<file path="config.mk">
export PLATFORM = sky130hd
export DESIGN_NAME = bcd_convert_arbiter
export DESIGN_NICKNAME = d
export VERILOG_FILES = /design/src/rtl/bcd_convert_arbiter.sv
export SDC_FILE = /design/constraint.sdc
export NUM_CORES = 1
export LEC_CHECK = 0
export CORE_MARGIN = 3
export CORE_UTILIZATION = 35
export DETAILED_ROUTE_END_ITERATION = 10
export GPL_TIMING_DRIVEN = 1
export PLACE_DENSITY = 0.55
export RECOVER_POWER = 100
export SYNTH_ARGS = -nofsm -noshare
export SYNTH_HDL_FRONTEND = slang
export SYNTH_SLANG_ARGS = --single-unit
</file>
<file path="constraint.sdc">
create_clock -name CLOCK_50 -period 1.8 [get_ports CLOCK_50]
set_clock_uncertainty 0.15 [all_clocks]
set_input_delay 0.54 -clock CLOCK_50 [delete_from_list [all_inputs] [get_ports CLOCK_50]]
set_output_delay 0.54 -clock CLOCK_50 [all_outputs]
set_load 0.02 [all_outputs]
</file>
<file path="src/rtl/bcd_convert_arbiter.sv">
// One shared double-dabble binary-to-BCD converter serving two requesters
// under round-robin arbitration; one conversion per WIDTH+1 cycles.
module bcd_convert_arbiter #(
   parameter int WIDTH = 8
) (
   input  logic             CLOCK_50,
   input  logic             RESET_N,
   input  logic             req0,
   input  logic             req1,
   input  logic [WIDTH-1:0] value0,
   input  logic [WIDTH-1:0] value1,
   output logic             ack0,
   output logic             ack1,
   output logic             busy,
   output logic             grant_id,
   output logic [3:0]       ones,
   output logic [3:0]       tens,
   output logic [3:0]       hundreds
);

   localparam int CNT_W = $clog2(WIDTH);
   localparam logic [CNT_W-1:0] LAST_CNT = CNT_W'(WIDTH - 1);
   localparam int SR_W = 12 + WIDTH;

   typedef enum logic {IDLE, SHIFT} state_t;

   state_t           state;
   state_t           state_next;
   logic [SR_W-1:0]  sr;
   logic [SR_W-1:0]  sr_next;
   logic [CNT_W-1:0] cnt;
   logic             last_grant;
   logic             elig0;
   logic             elig1;
   logic             capture;
   logic             winner;
   logic             last_shift;

   // Add 3 to every BCD digit that is 5 or more, ahead of the left shift.
   function automatic logic [11:0] dabble_fix(input logic [11:0] acc);
      logic [11:0] res;
      res = acc;
      for (int d = 0; d < 3; d++) begin
         if (acc[d*4 +: 4] >= 4'd5)
            res[d*4 +: 4] = acc[d*4 +: 4] + 4'd3;
      end
      return res;
   endfunction

   always_comb begin
      elig0      = req0 & ~ack0;
      elig1      = req1 & ~ack1;
      capture    = (state == IDLE) && (elig0 || elig1);
      winner     = (elig0 && elig1) ? ~last_grant : elig1;
      last_shift = (state == SHIFT) && (cnt == LAST_CNT);
      // The top bit falls off the 12-bit accumulator; it is never set for WIDTH <= 9.
      sr_next    = {dabble_fix(sr[SR_W-1:WIDTH]), sr[WIDTH-1:0]} << 1;
   end

   always_comb begin
      state_next = state;
      case (state)
         IDLE:    if (capture)    state_next = SHIFT;
         SHIFT:   if (last_shift) state_next = IDLE;
         default:                 state_next = IDLE;
      endcase
   end

   always_ff @(posedge CLOCK_50) begin
      if (!RESET_N)
         state <= IDLE;
      else
         state <= state_next;
   end

   always_ff @(posedge CLOCK_50) begin
      if (!RESET_N) begin
         ack0       <= 1'b0;
         ack1       <= 1'b0;
         busy       <= 1'b0;
         grant_id   <= 1'b0;
         last_grant <= 1'b1;
         cnt        <= '0;
         ones       <= 4'd0;
         tens       <= 4'd0;
         hundreds   <= 4'd0;
      end else begin
         ack0 <= 1'b0;
         ack1 <= 1'b0;
         if (capture) begin
            grant_id   <= winner;
            last_grant <= winner;
            busy       <= 1'b1;
            cnt        <= '0;
         end else if (last_shift) begin
            ones     <= sr_next[WIDTH +: 4];
            tens     <= sr_next[WIDTH+4 +: 4];
            hundreds <= sr_next[WIDTH+8 +: 4];
            ack0     <= ~grant_id;
            ack1     <= grant_id;
            // busy stays high through the ack cycle.
            busy     <= 1'b1;
         end else if (state == IDLE) begin
            busy <= 1'b0;
         end
         if (state == SHIFT && !last_shift)
            cnt <= cnt + 1'b1;
      end
   end

   always_ff @(posedge CLOCK_50) begin
      if (capture)
         sr <= {12'd0, (winner ? value1 : value0)};
      else if (state == SHIFT)
         sr <= sr_next;
   end

endmodule
</file>
== Word level (Yosys, flattened, before mapping) ==
Index checks and enable logic that the tools add are counted.
Storage, ports and cells
  output and inout bits: 16
  ROM bits: 0
  flip-flop bits (word level): 41
  memory bits (writable): 0
  bits in latches: 0
  logic and storage cells: 56
  memories kept: 0
Cells by class
  divide/modulo/power cells: 0
  add/sub/neg operators: 4
  $lt $le $gt $ge: 3
  equal/unequal tests: 2
  multiplexer cells: 15
  $mul: 0
  reduce and logical (&&, ||, !) cells: 10
  shifts and indexed selects: 0
  bitwise operators: 10
Operator list (count)
  $mux 8: 3
  $ge 4x3->1 const B: 3
  $mux 3: 3
  $add 4x2->4 const B: 2
  $mux 4: 2
  $not 1->1: 8
  $mux 1: 6
  $logic_and 1x1->1: 4
  $reduce_bool 2->1: 2
  $add 3x1->3 const B: 1
  $add 3x2->3 const B: 1
  $eq 3x3->1 const B: 1
  $ne 3x1->1 const B: 1
  $reduce_or 3->1: 1
  $and 1x1->1: 2
  $pmux 1 s2: 1
  $reduce_and 2->1: 1
  $logic_not 1->1: 1
  $logic_or 1x1->1: 1

== Longest topological paths before layout ==
Gate-level depths: netlist of run 1.
  word-level depth: 6
  gate-level depth with buffers: 7
  depth with buffers taken out: 6

== Least setup slack after synthesis of run 1 ==
No wires, ideal clock.
  kind: register -> register
  start point: register cnt[0]
  end point: register ones[2]
  arrival time: 1.336 ns
  path buffers: 2
  data required time: 1.534 ns
  stages on the path, launching flop included: 7
  slack: 0.198 ns
  cell sequence: dfxtp_1 > ha_1 > ha_1 > buf_6 > and2_1 > buf_2 > a31o_2
On the way
  word-level cells in the longest chain between the ends: 3
Ends and longest elaborated chain
  start: declaration: RTL line 31  | logic [CNT_W-1:0] cnt;
  start signal: assignment: RTL line 107  | cnt <= cnt + 1'b1;
  $eq 3x3->1: RTL line 55  | last_shift = (state == SHIFT) && (cnt == LAST_CNT);
  $logic_and 1x1->1: RTL line 55
  $reduce_and 2->1 (no line)
  end signal: assignment: RTL line 96  | ones <= sr_next[WIDTH +: 4];
  end: declaration: RTL line 16  | output logic [3:0] ones,
No other way between the ends.
A chain may end at the register's enable or synchronous reset.

== Worst setup path after layout of run 1 ==
  start point: register grant_id
  end point: output grant_id
RTL lines
  start: declaration: RTL line 15  | output logic grant_id,
  start signal: assignment: RTL line 91  | grant_id <= winner;
No word-level cell between the ends.

==> metrics.txt, run 1 <==
worst path buffer plus inverter count=1; hold depth=1; CTS buffer count=5; first-pass GRT wire length=6.82 mm; initial core utilization=36.6%; post-route setup slack=97.1 ps; CTS root buffer=clkbuf_8; Core Area=5170 um^2; remaining antenna violation count after routing=0; fmax=587 MHz; post-synthesis cell area=1890 um^2; setup TNS=0 ps; All-Layer GR Usage=13.9%; CTS max path bufs=2; final instance area=2460 um^2; Post-synth EDFFs=8; Worst Path Arrival=1010 ps; sequential area share after synthesis=47.6%; Final Hold Fails=0; hold_buf cts=0; Synth Warn #=0; Die H=79.5 um; Final HPWL DP=2.93 mm; Post-layout nets=263; number of setup buffers added after CTS=0; initial antenna violation count=0; Worst path depth=1; WP data required=1110 ps; CP max stage cell=dlygate4sd2_1; Vias per Instance=4.77; placed cells=298; VDD IR max=456 uV; R2R depth=6; max-slew violations=0; CP Capture Type=output pin; clock sink total=41; cell chain of the critical path=dlygate4sd2_1; Async SR Flop Fraction=0%; Final GP Congestion=0.751; status=finished, final reports clean; H-Tree Depth=2; Syn Nets=217; Period Utilization, post-route=94.6%; Layout area overhead=29.9%; RSZ-0062 raised after global routing=no; Yosys top cell area share=34.9%; Post-DP Area=2410 um^2; most frequent cell after synthesis=dfxtp_1; Die W=79.5 um; Synth Instances=189; Final Critical Period=1700 ps; Final setup viols=0; largest net degree at the start of global routing=21; critical path type=reg -> out; Commonest cells post-synth=dfxtp_1 (33), a21oi_1 (17), mux2i_1 (13), nor2_1 (13), nand2_1 (12); DR WL/cell=13.1 um; total number of vias=1460; # DRC=0; number of global-route vias before repair=1441; worst hold path type=reg -> reg; CP Launch Type=register; Layout Cells excl Fill=306; Leakage=1.09 nW; CTS tree=done; I/O pins=36; MaxCap Viol Count=0; Worst-Skew Late Latency=290 ps; DR pass1 iterations=4; global-route congestion overflow total=0; PD cells=777 nW/um^2; ANT cells=0; share of cells above drive strength 1=12.7%; cell taking the most area after synthesis=dfxtp_1; row count=26; Top Family by Delay on Critical Path=buffers and inverters; Synth cell types=36; dpl ws=-387 ps; Total Routed Length=4.02 mm; DIE AREA=6330 um^2; Clock Pin Slew Worst Setup and Hold Paths=80 ps; max incr delay on CP=370 ps; Slew HR=74.6%; Synth area leaders=dfxtp_1 (35%), edfxtp_1 (13%), mux2i_1 (6.9%), ha_1 (5.3%), a21oi_1 (4.5%); IO Port Bufs=35; initial DRC count=65; Main synth FF type=dfxtp_1; Least-Margin Pin Slew=382 ps; mean post-synth cell area=10.0 um^2; register bit count reported by yosys=41; Max FO, Critical Path=3
metal layers:
layer	share of wire (%)	global-route usage, %	vias up	wire, um
met5	0	0	-	0
met4	1.5	5.15	0	62
met3	3.1	3.27	6	123
met2	46	21.8	17	1870
met1	49	18.5	679	1970
li1	-	-	758	-
worst paths after layout:
path / startpoint / end / slack, ps
min reg2reg: grant_id / ack0 / 300
max reg2reg: sr[16] / hundreds[2] / 140
max: grant_id / grant_id / 100
min: grant_id / ack0 / 300
cell type report:
cell class	count	area, um^2
Clock buffer	6	72.6
Clock inverter	2	10.0
Fill cell	507	2710
Inverter	10	37.5
Multi-Input combinational cell	128	890
Sequential cell	41	902
Tap cell	70	87.6
Timing Repair Buffer	49	459
flip-flops by register name, summed over array words and instances, names as in the netlist, 3 cells and up:
| name | cells |
|---|---|
| sr | 20 |
| hundreds | 4 |
| ones | 4 |
| tens | 4 |
| cnt | 3 |
power breakdown:
| group | total, mW | leakage (nW) | internal, mW | switching (mW) |
|---|---|---|---|---|
| clock | 0.593 | 0.0450 | 0.269 | 0.324 |
| combinational | 0.282 | 0.699 | 0.145 | 0.137 |
| sequential | 1.04 | 0.350 | 0.997 | 0.0385 |
| total | 1.91 | 1.09 | 1.41 | 0.499 |
per-stage QoR:
step	total power [mW]	hold slack [ps]	utilization [%]
global placement	1.35	288	46.6
finish	1.91	299	47.5
global route	2.02	327	47.5
CTS	1.94	307	47.8
floorplan	1.23	293	-
detailed placement	1.35	301	46.6
cell usage in the layout (no fill, tap or decap), types with 5 or more instances in the layout:
cell             netlist  final
dfxtp_1               33     32
dlygate4sd2_1          0     18
a21oi_1               17     17
clkdlybuf4s50_1        0     17
mux2i_1               13     13
nor2_1                13     13
nand2_1               12     12
inv_1                  8      9
o21ai_0                9      9
ha_1                   8      8
edfxtp_1               8      8
buf_4                  3      7
nor3b_1                5      5
o22ai_1                5      5
clkbuf_8               0      5
cell families (layout without fill, tap and decap cells):
kind of cell | count (synthesis) | count (layout) | share of synthesized area (%)
DFF | 41 | 41 | 47.6
AOI/OAI and AO/OA | 50 | 50 | 17.7
and+or+nand+nor | 53 | 53 | 15.3
buffers and inverters | 20 | 67 | 5.42
adders and majority gates | 8 | 8 | 5.29
muxes | 13 | 13 | 6.87
xor gates and xnor gates | 4 | 4 | 1.85
what timing repair did:
item,4_1_cts,5_1_grt
pin swaps,1,0
resized for setup,18,1
setup endpoints to repair,24,1
cloned,0,0
No activity file was read; power rests on OpenSTA's default activity.
==> run 2: changes to the inputs <==
Settings changed: PLACE_DENSITY 0.55 to 0.58.
Clock period 1.8 ns to 1.5 ns, I/O delays scaled along.
==> metrics.txt, run 2 (synthesis results as in run 1) <==
WP data required=1590 ps; Final Hold Fails=0; GRT met1 Usage=19.1%; dpl ws=-591 ps; post-route setup slack=-30.6 ps; Period Utilization, post-route=102%; row count=26; Top reg by flops=sr; Slew HR=80.0%; initial antenna violation count=0; worst hold path type=reg -> reg; grt met3 use=4.63%; CTS max path bufs=2; Worst-Skew Late Latency=300 ps; CP Launch Type=register; Clock Pin Slew Worst Setup and Hold Paths=80 ps; overall power=2.73 mW; CTS tree=done; first-pass GRT wire length=7.57 mm; initial core utilization=36.6%; All-Layer GR Usage=15.4%; Least-Margin Pin Slew=300 ps; I/O pins=36; Top Family by Delay on Critical Path=compound AO/OA/AOI/OAI gates; launch point of the worst hold path=grant_id; GRT met2 Usage=26.3%; fmax=653 MHz; commonest cells after routing, fill and taps aside=buf_4 (26), dfxtp_1 (24), clkdlybuf4s50_1 (17); H-Tree Depth=2; Layout area overhead=50.0%; total number of vias=1569; setup TNS=-97.2 ps; worst flop-to-flop path startpoint=sr[13]; worst path buffer plus inverter count=1; CP max stage cell=dfxtp_2; Final Critical Period=1530 ps; Die W=79.5 um; number of global-route vias before repair=1635; share of cells above drive strength 1=42.0%; critical path type=reg -> reg; Post-layout nets=282; Vias per Instance=4.83; max-slew violations=0; Leakage=1.22 nW; Worst Path Arrival=1620 ps; status=complete, but fails checks; Final HPWL DP=3.10 mm; global-route congestion overflow total=0; CTS root buffer=clkbuf_8; remaining antenna violation count after routing=0; global route hottest layer=met2; max incr delay on CP=330 ps; max reg flops=20; DIE AREA=6330 um^2; DR pass1 iterations=4; VDD IR max=590 uV; Core Area=5170 um^2; initial DRC count=56; failing checks=negative setup slack; # DRC=0; PD cells=960 nW/um^2; ANT cells=0; Final setup viols=5; IO Port Bufs=35; RSZ-0062 raised after global routing=yes; CTS buffer count=5; CP startpoint=sr[13]; hold_buf cts=0; Final GP Congestion=0.747; cell chain of the critical path=inv_2 -> ha_2 -> nand2b_4 -> a21oi_4 -> mux2i_4 -> a31o_2; clock sink total=41; largest net degree at the start of global routing=21; Max FO, Critical Path=3; Total Routed Length=4.82 mm; MaxCap Viol Count=0; CP Capture Type=register; Die H=79.5 um; DR WL/cell=14.8 um; commonest non-fill, non-tap cell in the layout=buf_4
-- run 2: cell types whose count changed in the layout (fill, tap and decap cells not counted), moves of 6 or more --
cell           change
dfxtp_1            -8
inv_1              -6
dlygate4sd2_1     -17
buf_2             +16
ha_1               -8
buf_4             +19
dfxtp_2            +7
ha_4               +6
-- run 2: power breakdown --
group	switching (mW)	leakage [nW]	internal (mW)	total, mW
Combinational	0.221	0.797	0.260	0.481
Clock	0.396	0.0663	0.594	0.991
Sequential	0.0560	0.354	1.20	1.25
-- run 2: what timing repair did --
item | CTS | global route
pin swaps | 8 | 7
setup endpoints to repair | 56 | 32
setup buffers | 3 | 2
gates resized for setup | 81 | 36
cloned | 1 | 0
endpoints found under the hold margin | 0 | 0
-- run 2: layout make-up --
type                    count  area (um^2)
fillers                   492         2330
multi-input cells         128         1100
flip-flops and latches     41          915
repair buffers             68          569
clock buffers               6         93.8
well taps                  70         87.6
inverters                  10         42.5
clock inverters             2         35.0
-- run 2: metal layers --
layer,routed length (um),vias up
met1,2100,745
li1,-,797
met2,2480,23
met5,0,-
met3,181,4
met4,48,0
-- run 2: worst paths after layout --
check        endpoint  slack [ps]  cells past startpoint
max           tens[2]         -30                      6
min              ack0         310                      1
max reg2reg   tens[2]         -30                      6
min reg2reg      ack0         310                      1
-- run 2: through the flow --
step	hold slack [ps]	util (%)	cell area, um^2	std cells
final	306	54.9	2840	325
after global routing	335	54.9	2840	325
after CTS	311	53.2	2750	323
after detailed placement	287	49.0	2530	311
after global placement	283	49.0	2530	311
after floorplan	293	-	1940	189
==> run 3: changes to the inputs <==
Settings changed: CORE_UTILIZATION 35 to 38, PLACE_DENSITY 0.58 to 0.62.
==> metrics.txt, run 3 (synthesis results as in run 1) <==
Max FO, Critical Path=3; Final Critical Period=1530 ps; status=complete, but fails checks; VDD IR max=538 uV; remaining antenna violation count after routing=0; commonest non-fill, non-tap cell in the layout=buf_4; Final Hold Fails=0; R2R depth=6; fmax=654 MHz; initial core utilization=39.8%; final hold slack=309 ps; Vias per Instance=4.84; internal power=1.84 mW; IO Port Bufs=35; hold_buf cts=0; Layout area overhead=46.1%; Worst R2R End=ones[2]; initial DRC count=66; Total Routed Length=4.17 mm; DR WL/cell=12.7 um; Comb pwr share=19.4%; failing checks=negative setup slack; CTS buffer count=5; CP Launch Type=register; All-Layer GR Usage=14.4%; H-Tree Depth=2; Period Utilization, post-route=102%; Worst setup endpoint=ones[2]; worst hold path type=reg -> reg; sequential share of power=50.6%; first-pass GRT wire length=6.82 mm; number of global-route vias before repair=1495; Slew HR=81.1%; CP startpoint=sr[9]; Top reg by flops=sr; Layout Cells excl Fill=328; Die H=76.6 um; DIE AREA=5860 um^2; worst flop-to-flop path startpoint=sr[9]; share of cells above drive strength 1=42.5%; Clock Pin Slew Worst Setup and Hold Paths=80 ps; DR pass1 iterations=4; # DRC=0; critical path type=reg -> reg; R2R setup slack=-30 ps; total number of vias=1586; PD cells=894 nW/um^2; CTS tree=done; MaxCap Viol Count=0; Switching Fraction=25.4%; Final setup viols=2; CTS root buffer=clkbuf_8; filler instances=434; ANT cells=0; Final GP Congestion=0.754; CP Capture Type=register; Core Area=4750 um^2; max reg flops=20; largest net degree at the start of global routing=21; placed cells=315; CTS max path bufs=2; Post-layout nets=288; Die W=76.6 um; Worst Path Arrival=1620 ps; Final HPWL DP=2.89 mm; Worst-Skew Late Latency=290 ps; power share of the clock group=30.0%; global-route congestion overflow total=0; I/O pins=36; P_sw=0.628 mW; row count=25; commonest cells after routing, fill and taps aside=buf_4 (33), dfxtp_1 (23), clkdlybuf4s50_1 (17); clock sink total=41; RSZ-0062 raised after global routing=yes; initial antenna violation count=0; Least-Margin Pin Slew=283 ps; max-slew violations=0; post-route setup slack=-29.8 ps; Leakage=1.19 nW; WP data required=1590 ps
run 3: cell types whose count changed in the layout (fill, tap and decap cells not counted), sizes merged:
cell,previous run,this run
buf,49,42
dlygate4sd2,1,0
clkbuf,6,20
clkdlybuf4s15,1,3
clkinv,1,0
bufinv,1,0
run 3: per-stage QoR:
stage / area, um^2 / TNS (ps) / total power, mW / util, % / setup WS [ps]
final: 2770 / -34.1 / 2.47 / 58.2 / -29.8
after global routing: 2770 / -425 / 2.60 / 58.2 / -83.0
after CTS: 2750 / 0 / 2.46 / 57.9 / 0.236
after detailed placement: 2560 / -19500 / 1.66 / 53.8 / -561
after global placement: 2560 / -19040 / 1.66 / 53.8 / -581
after floorplan: 1940 / -29.3 / 1.48 / - / -28.3
run 3: repair_timing:
action	in CTS	in global routing
setup buffers	2	2
pin swaps	9	7
endpoints found under the setup margin	57	36
cloned	1	0
resized for setup	77	36
run 3: final cells by class:
cell class	count	area, um^2	share of cell area, %
clock buffer	8	90.1	3.26
inverter	10	42.5	1.54
multi-input combinational	128	1060	38.3
sequential	41	916	33.1
tap	67	83.8	3.03
timing repair buffer	74	573	20.7
run 3: per-layer routing:
metal,routed length (um),vias up,track usage (%)
li1,-,819,-
met2,2030,22,22.8
met5,0,-,0
met1,1930,739,18.5
met3,157,6,4.37
met4,55,0,4.89
run 3: power by group through the flow:
| stage | clock network (mW) | registers [mW] | logic [mW] |
|---|---|---|---|
| after floorplan | 0 | 1.26 | 0.216 |
| after global placement | 0 | 1.26 | 0.394 |
| after detailed placement | 0 | 1.26 | 0.396 |
| after CTS | 0.759 | 1.24 | 0.453 |
| after global routing | 0.806 | 1.26 | 0.528 |
| final | 0.741 | 1.25 | 0.480 |
run 3: how the worst min path moves through the flow:
stage,to,start,depth (start not counted)
finish,ones[0],ones[0],2
global route,ones[0],ones[0],2
CTS,ones[0],ones[0],2
detailed placement,ones[0],ones[0],2
global placement,ones[0],ones[0],2
floorplan,sr[8],sr[7],2
run 3: worst max-delay path, stage by stage (launching register included):
cell      delay [ps]
dfxtp_2          360
inv_4             60
ha_4             150
nand2b_4         140
a21oi_4          180
mux2i_2          270
a31o_2           170
